===== config.mk =====
export PLATFORM = sky130hd
export DESIGN_NAME = timer_display_driver_flat
export DESIGN_NICKNAME = d
export VERILOG_FILES = /design/src/rtl/timer_disp_pkg.sv /design/src/rtl/timer_display_driver_if.sv /design/src/rtl/timer_display_driver_bin8_to_bcd.sv /design/src/rtl/timer_display_driver.sv /design/src/flat_wrapper.sv
export SDC_FILE = /design/constraint.sdc
export NUM_CORES = 1
export LEC_CHECK = 0
export BUFFER_PORTS_ARGS = -buffer_cell sky130_fd_sc_hd__buf_2
export CORE_MARGIN = 1.5
export CORE_UTILIZATION = 55
export CTS_CLUSTER_SIZE = 10
export DETAILED_ROUTE_END_ITERATION = 8
export PLACE_DENSITY = 0.84
export SYNTH_ARGS = -nofsm -noshare
export SYNTH_HDL_FRONTEND = slang
export SYNTH_HIERARCHICAL = 1
export SYNTH_SLANG_ARGS = --single-unit

===== constraint.sdc =====
create_clock -name clk -period 2.5 [get_ports clk]
set_input_delay 0.125 -clock clk [delete_from_list [all_inputs] [get_ports clk]]
set_output_delay 0.125 -clock clk [all_outputs]
set_load 0.05 [all_outputs]

===== src/rtl/timer_disp_pkg.sv =====
// Shared types, widths and segment encoding for the timer display driver.
package timer_disp_pkg;

  typedef enum logic [1:0] {
    ST_IDLE   = 2'd0,
    ST_SHIFT  = 2'd1,
    ST_COMMIT = 2'd2
  } conv_state_e;

  localparam int unsigned NUM_DIGITS = 4;
  localparam int unsigned BIN_W      = 8;
  localparam int unsigned BCD_W      = 12;
  localparam int unsigned SEG_W      = 7;

  localparam logic [SEG_W-1:0] SEG_DASH  = 7'b0111111;
  localparam logic [SEG_W-1:0] SEG_BLANK = 7'b1111111;

  // Active-low {g,f,e,d,c,b,a} pattern for one BCD digit; non-decimal codes blank.
  function automatic logic [SEG_W-1:0] bcd_to_seg(input logic [3:0] nibble);
    logic [SEG_W-1:0] seg;
    case (nibble)
      4'd0:    seg = 7'b1000000;
      4'd1:    seg = 7'b1111001;
      4'd2:    seg = 7'b0100100;
      4'd3:    seg = 7'b0110000;
      4'd4:    seg = 7'b0011001;
      4'd5:    seg = 7'b0010010;
      4'd6:    seg = 7'b0000010;
      4'd7:    seg = 7'b1111000;
      4'd8:    seg = 7'b0000000;
      4'd9:    seg = 7'b0010000;
      default: seg = SEG_BLANK;
    endcase
    return seg;
  endfunction

endpackage


===== src/rtl/timer_display_driver_if.sv =====
// Timer-core-to-display bundle: binary count in, display pins and status out.
interface timer_display_driver_if;
  import timer_disp_pkg::*;

  logic [BIN_W-1:0]      msb_bin;
  logic [BIN_W-1:0]      lsb_bin;
  logic                  disp_en;
  logic [SEG_W-1:0]      seg_n;
  logic [NUM_DIGITS-1:0] an_n;
  logic                  dp_n;
  logic                  busy;
  logic                  ovr;

  modport master (
    output msb_bin, lsb_bin, disp_en,
    input  seg_n, an_n, dp_n, busy, ovr
  );

  modport slave (
    input  msb_bin, lsb_bin, disp_en,
    output seg_n, an_n, dp_n, busy, ovr
  );

endinterface


===== src/rtl/timer_display_driver_bin8_to_bcd.sv =====
// One 8-bit sequential double-dabble slice: load, then correct-and-shift per strobe.
module bin8_to_bcd
  import timer_disp_pkg::*;
(
  input  logic             clk,
  input  logic             rst_n,
  input  logic             i_load,
  input  logic             i_shift,
  input  logic [BIN_W-1:0] i_bin,
  output logic [3:0]       o_hund,
  output logic [3:0]       o_tens,
  output logic [3:0]       o_ones
);

  logic [BIN_W-1:0] r_bin;
  logic [BCD_W-1:0] r_bcd;
  logic [BCD_W-1:0] w_adj;

  // +3 on every nibble >= 5 before the shift
  always_comb begin
    w_adj = r_bcd;
    for (int i = 0; i < 3; i++) begin
      if (r_bcd[i*4 +: 4] >= 4'd5) w_adj[i*4 +: 4] = r_bcd[i*4 +: 4] + 4'd3;
    end
  end

  always_ff @(posedge clk or negedge rst_n) begin
    if (!rst_n) begin
      r_bin <= '0;
      r_bcd <= '0;
    end else if (i_load) begin
      r_bin <= i_bin;
      r_bcd <= '0;
    end else if (i_shift) begin
      {r_bcd, r_bin} <= {w_adj[BCD_W-2:0], r_bin, 1'b0};
    end
  end

  assign o_hund = r_bcd[11:8];
  assign o_tens = r_bcd[7:4];
  assign o_ones = r_bcd[3:0];

endmodule


===== src/rtl/timer_display_driver.sv =====
// Binary MSB/LSB timer count to four-digit multiplexed seven-segment display.
// Optional build macro TIMER_DISP_LZ_BLANK_EN blanks a leading zero on digit 3.
module timer_display_driver
  import timer_disp_pkg::*;
#(
  parameter int unsigned SCAN_DIV = 50000
) (
  input logic                  clk,
  input logic                  rst_n,
  timer_display_driver_if.slave bus
);

  localparam int unsigned PRESC_W = 16;
  localparam int unsigned CNT_W   = 4;
  localparam int unsigned DIG_W   = 2;

  localparam logic [1:0] S_IDLE   = 2'(ST_IDLE);
  localparam logic [1:0] S_SHIFT  = 2'(ST_SHIFT);
  localparam logic [1:0] S_COMMIT = 2'(ST_COMMIT);

  logic [1:0]            r_state, w_state_nxt;
  logic [CNT_W-1:0]      r_cnt, w_cnt_nxt;
  logic                  w_latch, w_load, w_shift, w_commit;
  logic                  r_busy;
  logic [BIN_W-1:0]      r_last_msb, r_last_lsb;
  logic [3:0]            w_msb_hund, w_msb_tens, w_msb_ones;
  logic [3:0]            w_lsb_hund, w_lsb_tens, w_lsb_ones;
  logic [3:0]            r_msb_tens, r_msb_ones, r_lsb_tens, r_lsb_ones;
  logic                  r_msb_hnz, r_lsb_hnz, r_ovr;
  logic [PRESC_W-1:0]    r_presc;
  logic [DIG_W-1:0]      r_digit;
  logic [SEG_W-1:0]      r_seg, w_seg;
  logic [NUM_DIGITS-1:0] r_an, w_an;
  logic                  r_dp, w_dp;

  always_ff @(posedge clk or negedge rst_n) begin
    if (!rst_n) begin
      r_state <= S_IDLE;
      r_cnt   <= '0;
      r_busy  <= 1'b0;
    end else begin
      r_state <= w_state_nxt;
      r_cnt   <= w_cnt_nxt;
      r_busy  <= (w_state_nxt != S_IDLE);
    end
  end

  // First SHIFT cycle loads the slices from the latched pair, the next eight shift
  always_comb begin
    w_state_nxt = r_state;
    w_cnt_nxt   = r_cnt;
    w_latch     = 1'b0;
    w_load      = 1'b0;
    w_shift     = 1'b0;
    w_commit    = 1'b0;
    case (r_state)
      S_IDLE: begin
        if ({bus.msb_bin, bus.lsb_bin} != {r_last_msb, r_last_lsb}) begin
          w_latch     = 1'b1;
          w_cnt_nxt   = '0;
          w_state_nxt = S_SHIFT;
        end
      end
      S_SHIFT: begin
        if (r_cnt == CNT_W'(0)) w_load = 1'b1;
        else                    w_shift = 1'b1;
        if (r_cnt == CNT_W'(8)) w_state_nxt = S_COMMIT;
        else                    w_cnt_nxt = r_cnt + CNT_W'(1);
      end
      S_COMMIT: begin
        w_commit    = 1'b1;
        w_state_nxt = S_IDLE;
      end
      default: w_state_nxt = S_IDLE;
    endcase
  end

  bin8_to_bcd u_msb_bcd (
    .clk(clk), .rst_n(rst_n), .i_load(w_load), .i_shift(w_shift), .i_bin(r_last_msb),
    .o_hund(w_msb_hund), .o_tens(w_msb_tens), .o_ones(w_msb_ones)
  );

  bin8_to_bcd u_lsb_bcd (
    .clk(clk), .rst_n(rst_n), .i_load(w_load), .i_shift(w_shift), .i_bin(r_last_lsb),
    .o_hund(w_lsb_hund), .o_tens(w_lsb_tens), .o_ones(w_lsb_ones)
  );

  always_ff @(posedge clk or negedge rst_n) begin
    if (!rst_n) begin
      r_last_msb <= '0;
      r_last_lsb <= '0;
      r_msb_tens <= '0;
      r_msb_ones <= '0;
      r_lsb_tens <= '0;
      r_lsb_ones <= '0;
      r_msb_hnz  <= 1'b0;
      r_lsb_hnz  <= 1'b0;
      r_ovr      <= 1'b0;
    end else begin
      if (w_latch) begin
        r_last_msb <= bus.msb_bin;
        r_last_lsb <= bus.lsb_bin;
      end
      if (w_commit) begin
        r_msb_tens <= w_msb_tens;
        r_msb_ones <= w_msb_ones;
        r_lsb_tens <= w_lsb_tens;
        r_lsb_ones <= w_lsb_ones;
        r_msb_hnz  <= (w_msb_hund != 4'd0);
        r_lsb_hnz  <= (w_lsb_hund != 4'd0);
        r_ovr      <= (w_msb_hund != 4'd0) || (w_lsb_hund != 4'd0);
      end
    end
  end

  always_ff @(posedge clk or negedge rst_n) begin
    if (!rst_n) begin
      r_presc <= '0;
      r_digit <= '0;
    end else if (r_presc == PRESC_W'(SCAN_DIV - 1)) begin
      r_presc <= '0;
      r_digit <= r_digit + DIG_W'(1);
    end else begin
      r_presc <= r_presc + PRESC_W'(1);
    end
  end

  // Digit mux: out-of-range fields show dashes on both their digits
  always_comb begin
    w_seg = SEG_BLANK;
    case (r_digit)
      2'd0: w_seg = r_lsb_hnz ? SEG_DASH : bcd_to_seg(r_lsb_ones);
      2'd1: w_seg = r_lsb_hnz ? SEG_DASH : bcd_to_seg(r_lsb_tens);
      2'd2: w_seg = r_msb_hnz ? SEG_DASH : bcd_to_seg(r_msb_ones);
      2'd3: w_seg = r_msb_hnz ? SEG_DASH : bcd_to_seg(r_msb_tens);
      default: w_seg = SEG_BLANK;
    endcase
    w_an = bus.disp_en ? ~(NUM_DIGITS'(1) << r_digit) : '1;
`ifdef TIMER_DISP_LZ_BLANK_EN
    if ((r_msb_tens == 4'd0) && !r_msb_hnz) w_an[3] = 1'b1;
`endif
    w_dp = !(bus.disp_en && (r_digit == DIG_W'(2)));
  end

  always_ff @(posedge clk or negedge rst_n) begin
    if (!rst_n) begin
      r_seg <= SEG_BLANK;
      r_an  <= '1;
      r_dp  <= 1'b1;
    end else begin
      r_seg <= w_seg;
      r_an  <= w_an;
      r_dp  <= w_dp;
    end
  end

  assign bus.seg_n = r_seg;
  assign bus.an_n  = r_an;
  assign bus.dp_n  = r_dp;
  assign bus.busy  = r_busy;
  assign bus.ovr   = r_ovr;

endmodule


===== src/flat_wrapper.sv =====
// flat-port wrapper written by rule: the top's interface ports become plain ports
module timer_display_driver_flat import timer_disp_pkg::*;
#(
  parameter int unsigned SCAN_DIV = 50000
)
  (clk, rst_n, bus_msb_bin, bus_lsb_bin, bus_disp_en, bus_seg_n, bus_an_n, bus_dp_n, bus_busy, bus_ovr);
  timer_display_driver_if bus_i ();
  input logic clk;
  input logic rst_n;
  input wire logic [$bits(bus_i.msb_bin)-1:0] bus_msb_bin;
  input wire logic [$bits(bus_i.lsb_bin)-1:0] bus_lsb_bin;
  input wire logic [$bits(bus_i.disp_en)-1:0] bus_disp_en;
  output wire logic [$bits(bus_i.seg_n)-1:0] bus_seg_n;
  output wire logic [$bits(bus_i.an_n)-1:0] bus_an_n;
  output wire logic [$bits(bus_i.dp_n)-1:0] bus_dp_n;
  output wire logic [$bits(bus_i.busy)-1:0] bus_busy;
  output wire logic [$bits(bus_i.ovr)-1:0] bus_ovr;
  assign bus_i.msb_bin = bus_msb_bin;
  assign bus_i.lsb_bin = bus_lsb_bin;
  assign bus_i.disp_en = bus_disp_en;
  assign bus_seg_n = bus_i.seg_n;
  assign bus_an_n = bus_i.an_n;
  assign bus_dp_n = bus_i.dp_n;
  assign bus_busy = bus_i.busy;
  assign bus_ovr = bus_i.ovr;
  timer_display_driver #(.SCAN_DIV(SCAN_DIV)) u_core (.clk(clk), .rst_n(rst_n), .bus(bus_i));
endmodule

=== Yosys cells after proc, flatten, opt, wreduce, memory -nomap -nowiden ===
Memory sizes are Yosys's and may differ from the RTL's.
Index checks and enable logic that the tools add are counted.

* Register bits after elaboration: 112
* Bits in read-only memories: 448
* Bits in writable memories: 0
* Latch bits: 0
* Memories: 4
* Input port bits: 19
* Output and inout bits: 14

* Add/subtract/negate cells: 9
* Mux-type cells: 34
* Div/mod/pow operators: 0
* Magnitude comparators: 6
* Equal/unequal tests: 10
* Reductions and logical operators: 12
* $mul: 0
* Bitwise logic cells: 1
* Shift operators: 1

{| class="wikitable"
|+ Memories
! memory !! words !! bits a word !! read ports !! clocked after memory_dff !! write ports !! line !! text
|-
| (no name shown) || 16 || 7 || 1 || 0 || 0 || timer_disp_pkg.sv:21 || <nowiki>case (nibble)</nowiki>
|-
| (no name shown) || 16 || 7 || 1 || 0 || 0 || timer_disp_pkg.sv:21 ||
|-
| (no name shown) || 16 || 7 || 1 || 0 || 0 || timer_disp_pkg.sv:21 ||
|-
| (no name shown) || 16 || 7 || 1 || 0 || 0 || timer_disp_pkg.sv:21 ||
|}

{| class="wikitable"
|+ Operators with widths
! cell !! number
|-
| $mux 12 || 4
|-
| $mux 8 || 4
|-
| $mux 4 || 7
|-
| $mux 7 || 4
|-
| $pmux 7 s4 || 1
|-
| $ge 4x3->1 const B || 6
|-
| $add 16x1->16 const B || 1
|-
| $add 4x2->4 const B || 4
|-
| $eq 16x16->1 const B || 1
|-
| $mux 16 || 1
|-
| $ne 16x16->1 || 1
|-
| $pmux 4 s2 || 1
|-
| $reduce_bool 4->1 || 2
|-
| $mux 1 || 7
|-
| $add 3x2->3 const B || 2
|-
| $eq 2x2->1 const B || 3
|-
| $mux 3 || 2
|-
| $reduce_bool 2->1 || 3
|-
| $add 4x1->4 const B || 1
|-
| $eq 2x1->1 const B || 2
|-
| $eq 4x4->1 const B || 1
|-
| $logic_not 2->1 || 2
|-
| $logic_not 4->1 || 1
|-
| $mux 2 || 2
|-
| 10 further kinds || 10
|}

=== Longest topological paths before layout ===
Gate-level depths: netlist of run 1.

* Depth after elaboration: 5
* Gate-level depth with buffers: 9
* Depth with buffers taken out: 7

=== Hierarchy ===
Netlist of run 1, hierarchy kept.

{| class="wikitable"
|+ By module, submodules not included
! module !! sequential area each (µm²) !! cells each !! instances !! area each (µm²)
|-
| timer_display_driver || 1790.5 || 402 || 1 || 4001.3
|-
| bin8_to_bcd || 500.5 || 115 || 2 || 1134.8
|}

=== Worst setup path after synthesis of run 1 ===
OpenSTA, ideal clock, no wires.

* Kind: register to register
* Start point: register u_core.r_last_msb[6]
* End point: register u_core.r_last_lsb[4]
* Data arrival time: 1.630 ns
* Setup slack: 0.745 ns
* Clock period less this slack: 1.755 ns
* Setup time: 0.125 ns
* Cell stages (with the launch flop): 7
* Cells stage by stage: dfrtp_1 > xnor2_1 > nand4_1 > nor4_4 > nor3_4 > buf_6 > mux2_4

* Word-level cells in the longest chain between the ends: 3

{| class="wikitable"
|+ Ends and longest elaborated chain
! what !! line !! text
|-
| start, declared || timer_display_driver.sv:25 || <nowiki>logic [BIN_W-1:0] r_last_msb, r_last_lsb;</nowiki>
|-
| start signal, assigned || timer_display_driver.sv:101 || <nowiki>r_last_msb <= bus.msb_bin;</nowiki>
|-
| $ne 16x16->1 || timer_display_driver.sv:58 || <nowiki>if ({bus.msb_bin, bus.lsb_bin} != {r_last_msb, r_last_lsb}) begin</nowiki>
|-
| $mux 1 || timer_display_driver.sv:58 ||
|-
| $mux 1 || timer_display_driver.sv:56 || <nowiki>case (r_state)</nowiki>
|-
| end signal, assigned || timer_display_driver.sv:102 || <nowiki>r_last_lsb <= bus.lsb_bin;</nowiki>
|-
| end, declared || timer_display_driver.sv:25 ||
|}

Every way passes these cells.
A chain may end at the register's enable or synchronous reset.

=== Final worst setup path of run 1 ===
* Start point: register u_core.r_cnt[0]
* End point: register u_core.u_msb_bcd.r_bcd[10]

* Word-level cells in the longest chain between the ends: 4

{| class="wikitable"
|+ Ends and longest elaborated chain
! what !! line !! text
|-
| start, declared || timer_display_driver.sv:22 || <nowiki>logic [CNT_W-1:0] r_cnt, w_cnt_nxt;</nowiki>
|-
| start signal, assigned || timer_display_driver.sv:43 || <nowiki>r_cnt <= w_cnt_nxt;</nowiki>
|-
| $logic_not 4->1 (*) || timer_display_driver.sv:65 || <nowiki>if (r_cnt == CNT_W'(0)) w_load = 1'b1;</nowiki>
|-
| $mux 1 (*) || timer_display_driver.sv:65 ||
|-
| $mux 1 (*) || timer_display_driver.sv:56 ||
|-
| named net u_core.w_load || timer_display_driver.sv:23 || <nowiki>logic w_latch, w_load, w_shift, w_commit;</nowiki>
|-
| $mux 12 / $reduce_bool 2->1 (equally long branches) || - ||
|-
| end signal, assigned || timer_display_driver_bin8_to_bcd.sv:35 || <nowiki>{r_bcd, r_bin} <= {w_adj[BCD_W-2:0], r_bin, 1'b0};</nowiki>
|-
| end, declared || timer_display_driver_bin8_to_bcd.sv:16 || <nowiki>logic [BCD_W-1:0] r_bcd;</nowiki>
|}

Mark *: on every way through the listed nets, which the timed path passes. The rest lies on a longest branch.

==> results.json, run 1 <==
{
  "status": "completed",
  "cp.buffers_inverters": 2,
  "cts.root.buffer_cell": "sky130_fd_sc_hd__clkbuf_16",
  "timing.reg2reg.worst_path_depth": 7,
  "async_reset_ff_frac": 1.00,
  "routed_wl_microns": 12200,
  "gpl.final_weighted_congestion": 0.937,
  "gr-total-overflow": 0,
  "hpwlAfterDp_microns": 8580,
  "cts.reportedPaths.clkPinSlew_ns": 0.07,
  "via_count": 4625,
  "first_iter_violations": 230,
  "placed_area_sq_um": 6580,
  "worst_ir_drop_vdd_mv": 0.822,
  "synth_top_cell_area_share": 0.399,
  "num_antenna_cells": 0,
  "critPathSlowestCell": "sky130_fd_sc_hd__dfrtp_1",
  "post-route-period-util": 0.868,
  "floorplan.die.height_microns": 110,
  "max-clock-path-buffers": 2,
  "layout.nets": 718,
  "grt_pass1_wl_microns": 21100,
  "synth-main-ff-cell": "sky130_fd_sc_hd__dfrtp_1",
  "setup_violations": 0,
  "synth.top_cells.by_area": "sky130_fd_sc_hd__dfrtp_1 40%, sky130_fd_sc_hd__ha_1 7.8%, sky130_fd_sc_hd__o21ai_0 5.1%, sky130_fd_sc_hd__dfstp_2 4.6%, sky130_fd_sc_hd__xnor2_1 4.1%",
  "synthesis.area_per_instance_sq_um": 9.92,
  "filler_cell_count": 869,
  "via_per_inst": 5.75,
  "synth_nets": 690,
  "start_util": 0.571,
  "die_x_microns": 110,
  "setup_repair_bufs_after_cts": 0,
  "final.setup_skew_ns": 0.00619,
  "track_usage": 0.222,
  "drc_errors": 0,
  "yosysMostFrequentCell": "sky130_fd_sc_hd__dfrtp_1",
  "synth_commonest_cells": "100 x sky130_fd_sc_hd__dfrtp_1, 64 x sky130_fd_sc_hd__o21ai_0, 54 x sky130_fd_sc_hd__nand2_1",
  "cpMostUsedCell": "sky130_fd_sc_hd__nor3b_1",
  "cp.arrival_ns": 2.40,
  "data_required_time_of_the_critical_path_ns": 2.73,
  "rows": 38,
  "critical_path.max_fanout": 16,
  "leakage_power_nw": 2.99,
  "slew_hr": 0.364,
  "cts_inserted_buffers": 9,
  "h-tree-depth": 3,
  "final_period_minus_worst_setup_slack_ns": 2.17,
  "slowest_delay_ns": 0.41,
  "mapped_cells": 632,
  "netlist-cell-type-count": 54,
  "route.detailed.wl_per_inst_microns": 15.1,
  "port_buffers": 32,
  "ioPinCount": 33,
  "synth_area_sq_um": 6270,
  "drv_slew": 0,
  "antenna_found_initial": 0,
  "min_path_cells": 2,
  "worst-path-stages": 7,
  "clock_latency_ns": 0.35,
  "synth_top_cell_by_area": "sky130_fd_sc_hd__dfrtp_1",
  "timing.max_cap.violations": 0,
  "max_slew.worst_pin.slew_ns": 0.951,
  "timing.hold.ws_ns": 0.0379,
  "critPathKind": "flip-flop to flip-flop",
  "grt_pass1_vias": 4611,
  "grt_start_max_net_pins": 62,
  "areaGrowthSynthToFinish_pct": 9.48,
  "clkSinkCount": 111,
  "fmax_mhz": 461,
  "final_antenna_net_count": 0,
  "core_area_sq_um": 11000,
  "worst_path_dominant_cell_family": "simple AND/OR/NAND/NOR gates",
  "timing.hold.worst.class": "primary input to flip-flop",
  "category_of_the_worst_setup_path_capture_point": "flip-flop",
  "share_of_post_route_cells_with_drive_strength_above_1": 0.158,
  "power-per-cell-area_nw_per_um2": 1200,
  "synth_edf_count": 0,
  "grt_setup_unrepaired": "no",
  "fin_area_sq_um": 6870,
  "synth_seq_area_share": 0.445,
  "totalNegativeSetupSlack_ns": 0,
  "cell_chain_critical_path": "inv_1 -> ha_1 -> nor3b_1 -> and2_2 -> buf_4 -> nor3b_1 -> a221o_1",
  "ys_warn_count": 6,
  "start_kind": "flip-flop",
  "number_of_optimization_iterations_in_the_first_detailed_route_pass": 4,
  "tritoncts_clock_tree": "built",
  "dieArea_sq_um": 12100,
  "final_hold_vios": 0,
  "postSynthRegisterBits": 111
}
[layer usage]
metal | global-route usage | share of wire | up-vias | wire [microns]
li1 | - | - | 2272 | -
met1 | 0.274 | 0.45 | 2239 | 5430
met2 | 0.384 | 0.50 | 92 | 6060
met3 | 0.0332 | 0.031 | 22 | 380
met4 | 0.101 | 0.024 | 0 | 289
met5 | 0 | 0 | - | 0
[per-stage QoR]
stage,cells,power [W],util,setup WS [ns]
after floorplan,632,0.00607,-,0.745
after global placement,787,0.00668,0.599,0.447
after detailed placement,787,0.00694,0.599,0.360
after CTS,805,0.00828,0.625,0.336
after global routing,805,0.00891,0.625,0.196
final,805,0.00826,0.625,0.330
[area by class of cell]
| type | instances | area [sq um] | share of cell area |
|---|---|---|---|
| tap | 140 | 175 | 0.0255 |
| clock buffer | 14 | 254 | 0.0370 |
| timing repair buffer | 48 | 300 | 0.0437 |
| multi-input combinational | 451 | 3190 | 0.464 |
| inverter | 39 | 146 | 0.0213 |
| clock inverter | 2 | 10.0 | 0.00146 |
| sequential | 111 | 2790 | 0.407 |
[power breakdown]
part / switching, W / internal (W)
Combinational: 0.00211 / 0.00170
Clock: 0.000606 / 0.000702
Sequential: 0.000689 / 0.00246
Total: 0.00340 / 0.00486
[flip-flops by register name, summed over array words and instances (netlist names)]
| signal | flops |
|---|---|
| u_core/bus.busy | 1 |
| u_core/u_msb_bcd/r_bcd | 12 |
| u_core/r_digit | 2 |
| u_core/r_lsb_ones | 4 |
| u_core/bus.an_n | 4 |
| u_core/r_msb_ones | 4 |
| u_core/u_lsb_bcd/r_bcd | 12 |
| u_core/r_state | 2 |
| u_core/r_msb_tens | 4 |
| u_core/bus.seg_n | 7 |
| u_core/r_last_msb | 8 |
| u_core/r_cnt | 4 |
| u_core/u_lsb_bcd/r_bin | 8 |
| u_core/u_msb_bcd/r_bin | 8 |
| u_core/r_msb_hnz | 1 |
| u_core/r_lsb_tens | 4 |
| u_core/r_presc | 16 |
| u_core/bus.ovr | 1 |
| u_core/r_lsb_hnz | 1 |
| u_core/r_last_lsb | 8 |
[path summary, 6_finish.rpt]
| path | start | slack, ns | end |
|---|---|---|---|
| setup / recovery | u_core/r_cnt[0] | 0.33 | u_core/u_msb_bcd/r_bcd[10] |
| hold / removal | bus_lsb_bin[6] | 0.04 | u_core/r_last_lsb[6] |
| max in group asynchronous | rst_n | 1.40 | u_core/r_last_lsb[6] |
| hold reg to reg | u_core/r_presc[0] | 0.49 | u_core/r_presc[0] |
| setup reg to reg | u_core/r_cnt[0] | 0.33 | u_core/u_msb_bcd/r_bcd[10] |
| min in group asynchronous | rst_n | 0.35 | u_core/r_digit[0] |
[placed cells by master (no fill, tap or decap), types with 11 or more instances in the layout]
cell / Yosys / final
sky130_fd_sc_hd__nor2_1: 41 / 40
sky130_fd_sc_hd__mux2i_1: 19 / 19
sky130_fd_sc_hd__dfrtp_1: 100 / 100
sky130_fd_sc_hd__nand3_1: 16 / 16
sky130_fd_sc_hd__buf_2: 11 / 31
sky130_fd_sc_hd__nand2_1: 54 / 54
sky130_fd_sc_hd__buf_4: 5 / 14
sky130_fd_sc_hd__dfstp_2: 11 / 11
sky130_fd_sc_hd__a21oi_1: 28 / 28
sky130_fd_sc_hd__o21ai_0: 64 / 64
sky130_fd_sc_hd__xnor2_1: 29 / 29
sky130_fd_sc_hd__ha_1: 39 / 39
sky130_fd_sc_hd__inv_1: 39 / 39
sky130_fd_sc_hd__nand2b_1: 21 / 21
sky130_fd_sc_hd__mux2_2: 14 / 14
[logic make-up after synthesis]
family	Yosys count	share of synthesized area
compound gates	144	0.140
fa+ha+maj	39	0.0778
xor+xnor	37	0.0517
simple gates	189	0.161
mux	42	0.0758
flops	111	0.445
buf+inv	70	0.0483
[repair_timing]
| item | CTS | global route |
|---|---|---|
| resized for setup | 0 | 0 |
| endpoints found under the hold margin | 43 | 0 |
| hold buffers | 2 | 0 |
Power figures use the tool's default switching activity.
==> run 2: changes to the inputs <==
Settings changed: CORE_UTILIZATION 55 to 50, PLACE_DENSITY 0.84 to 0.78.
==> results.json, run 2 (synthesis results as in run 1) <==
{
  "port_buffers": 32,
  "cts.reportedPaths.clkPinSlew_ns": 0.07,
  "critical_path.max_fanout": 18,
  "setup_violations": 0,
  "gr-total-overflow": 0,
  "floorplan.die.height_microns": 115,
  "die_x_microns": 115,
  "cell_chain_critical_path": "inv_1 -> ha_1 -> nor3b_1 -> and2_2 -> buf_4 -> nor4b_1 -> a221o_1",
  "final.setup_skew_ns": 0.00735,
  "gpl.final_weighted_congestion": 0.847,
  "final_hold_vios": 0,
  "start_util": 0.518,
  "drv_slew": 0,
  "max-clock-path-buffers": 2,
  "layout.nets": 717,
  "grt_setup_unrepaired": "no",
  "final_antenna_net_count": 0,
  "totalNegativeSetupSlack_ns": 0,
  "max_slew.worst_pin.slew_ns": 0.950,
  "category_of_the_worst_setup_path_capture_point": "flip-flop",
  "dieArea_sq_um": 13200,
  "multi_input_comb_area_sq_um": 3190,
  "grt_start_max_net_pins": 43,
  "total_switching_power_w": 0.00337,
  "core_area_sq_um": 12100,
  "worst_path_dominant_cell_family": "simple AND/OR/NAND/NOR gates",
  "final_common_cell": "sky130_fd_sc_hd__dfrtp_1",
  "route.detailed.wl_per_inst_microns": 14.1,
  "track_usage": 0.194,
  "layout_setup_ws_ns": 0.364,
  "via_count": 4611,
  "timing.hold.ws_ns": 0.0334,
  "setup_repair_bufs_after_cts": 0,
  "cts_inserted_buffers": 9,
  "critPathSlowestCell": "sky130_fd_sc_hd__dfrtp_1",
  "p_int_w": 0.00489,
  "registers.top_by_ff_count": "u_core/r_presc",
  "via_per_inst": 5.55,
  "grt_pass1_wl_microns": 20500,
  "swShare": 0.408,
  "final_core_util": 0.570,
  "slowest_delay_ns": 0.41,
  "cp.buffers_inverters": 2,
  "cts.hold.buffers_added": 2,
  "timing.max_cap.violations": 0,
  "cp.arrival_ns": 2.37,
  "worst_ir_drop_vdd_mv": 0.961,
  "first_iter_violations": 269,
  "tritoncts_clock_tree": "built",
  "data_required_time_of_the_critical_path_ns": 2.73,
  "share_of_post_route_cells_with_drive_strength_above_1": 0.158,
  "clock_latency_ns": 0.35,
  "start_kind": "flip-flop",
  "top_regs": "u_core/r_presc x16, u_core/u_lsb_bcd/r_bcd x12, u_core/u_msb_bcd/r_bcd x12",
  "hpwlAfterDp_microns": 8490,
  "num_antenna_cells": 0,
  "cts-resized-gates": 0,
  "slew_hr": 0.365,
  "filler_cell_count": 1042,
  "post-route-period-util": 0.854,
  "fmax_mhz": 468,
  "combined_flip_flop_and_latch_cell_area_sq_um": 2790,
  "routed_wl_microns": 11700,
  "critPathKind": "flip-flop to flip-flop",
  "drc_errors": 0,
  "rows": 40,
  "h-tree-depth": 3,
  "cts.root.buffer_cell": "sky130_fd_sc_hd__clkbuf_16",
  "seq_power_share": 0.382,
  "dpl_worst_slack_ns": 0.379,
  "leakage_power_nw": 2.99,
  "pwr-share-comb": 0.451,
  "layout.cells.most_common_list": "100 x sky130_fd_sc_hd__dfrtp_1, 64 x sky130_fd_sc_hd__o21ai_0, 54 x sky130_fd_sc_hd__nand2_1, 40 x sky130_fd_sc_hd__nor2_1",
  "clockPowerShare": 0.167,
  "ioPinCount": 33,
  "status": "completed",
  "number_of_optimization_iterations_in_the_first_detailed_route_pass": 5,
  "grt_pass1_vias": 4475,
  "clkSinkCount": 111,
  "power-per-cell-area_nw_per_um2": 1200,
  "final_period_minus_worst_setup_slack_ns": 2.14,
  "areaGrowthSynthToFinish_pct": 10.2,
  "timing.hold.worst.class": "primary input to flip-flop",
  "largest_register_ff_count": 16,
  "antenna_found_initial": 0
}
-- run 2: cell types whose count changed in the layout (fill, tap and decap cells not counted), sizes merged --
cell / change
clkbuf: -3
buf: -1
bufinv: +1
clkinvlp: +1
-- run 2: worst register-to-register path: stages (launching register included) --
cell	delay, ns
sky130_fd_sc_hd__dfrtp_1	0.41
sky130_fd_sc_hd__inv_1	0.09
sky130_fd_sc_hd__ha_1	0.16
sky130_fd_sc_hd__nor3b_1	0.38
sky130_fd_sc_hd__and2_2	0.38
sky130_fd_sc_hd__buf_4	0.27
sky130_fd_sc_hd__nor4b_1	0.08
sky130_fd_sc_hd__a221o_1	0.26
-- run 2: per-layer routing --
metal  global-route usage  up-vias  share of wire
met3               0.0490       11          0.033
li1                     -     2262              -
met1                0.245     2265           0.45
met2                0.329       73           0.50
met4               0.0642        0          0.013
met5                    0        -              0
-- run 2: worst paths after layout --
kind,startpoint,end,slack (ns),cells past startpoint
setup / recovery,u_core/r_cnt[0],u_core/u_msb_bcd/r_bcd[10],0.36,7
setup reg to reg,u_core/r_cnt[0],u_core/u_msb_bcd/r_bcd[10],0.36,7
max in group asynchronous,rst_n,u_core/r_last_lsb[3],1.58,3
hold / removal,bus_msb_bin[0],u_core/r_last_msb[0],0.03,2
hold reg to reg,u_core/r_presc[0],u_core/r_presc[0],0.49,1
min in group asynchronous,rst_n,u_core/r_presc[12],0.30,2
-- run 2: cell type report --
type,instances,share of cell area
Timing Repair Buffer,47,0.0424
Clock inverter,4,0.00688
Inverter,39,0.0212
Clock buffer,11,0.0337
Multi-Input combinational cell,451,0.461
Sequential cell,111,0.404
Tap cell,168,0.0304
-- run 2: power groups by stage --
stage	logic (W)	clock network, W	registers, W
final	0.00373	0.00138	0.00315
after global routing	0.00419	0.00150	0.00325
after CTS	0.00374	0.00142	0.00313
after detailed placement	0.00371	0	0.00316
after global placement	0.00353	0	0.00311
after floorplan	0.00292	0	0.00315
-- run 2: through the flow --
stage	instance area [sq um]	std cells	total power [W]
final	6910	831	0.00826
after global routing	6910	831	0.00893
after CTS	6910	831	0.00830
after detailed placement	6610	814	0.00687
after global placement	6610	814	0.00664
after floorplan	6270	632	0.00607
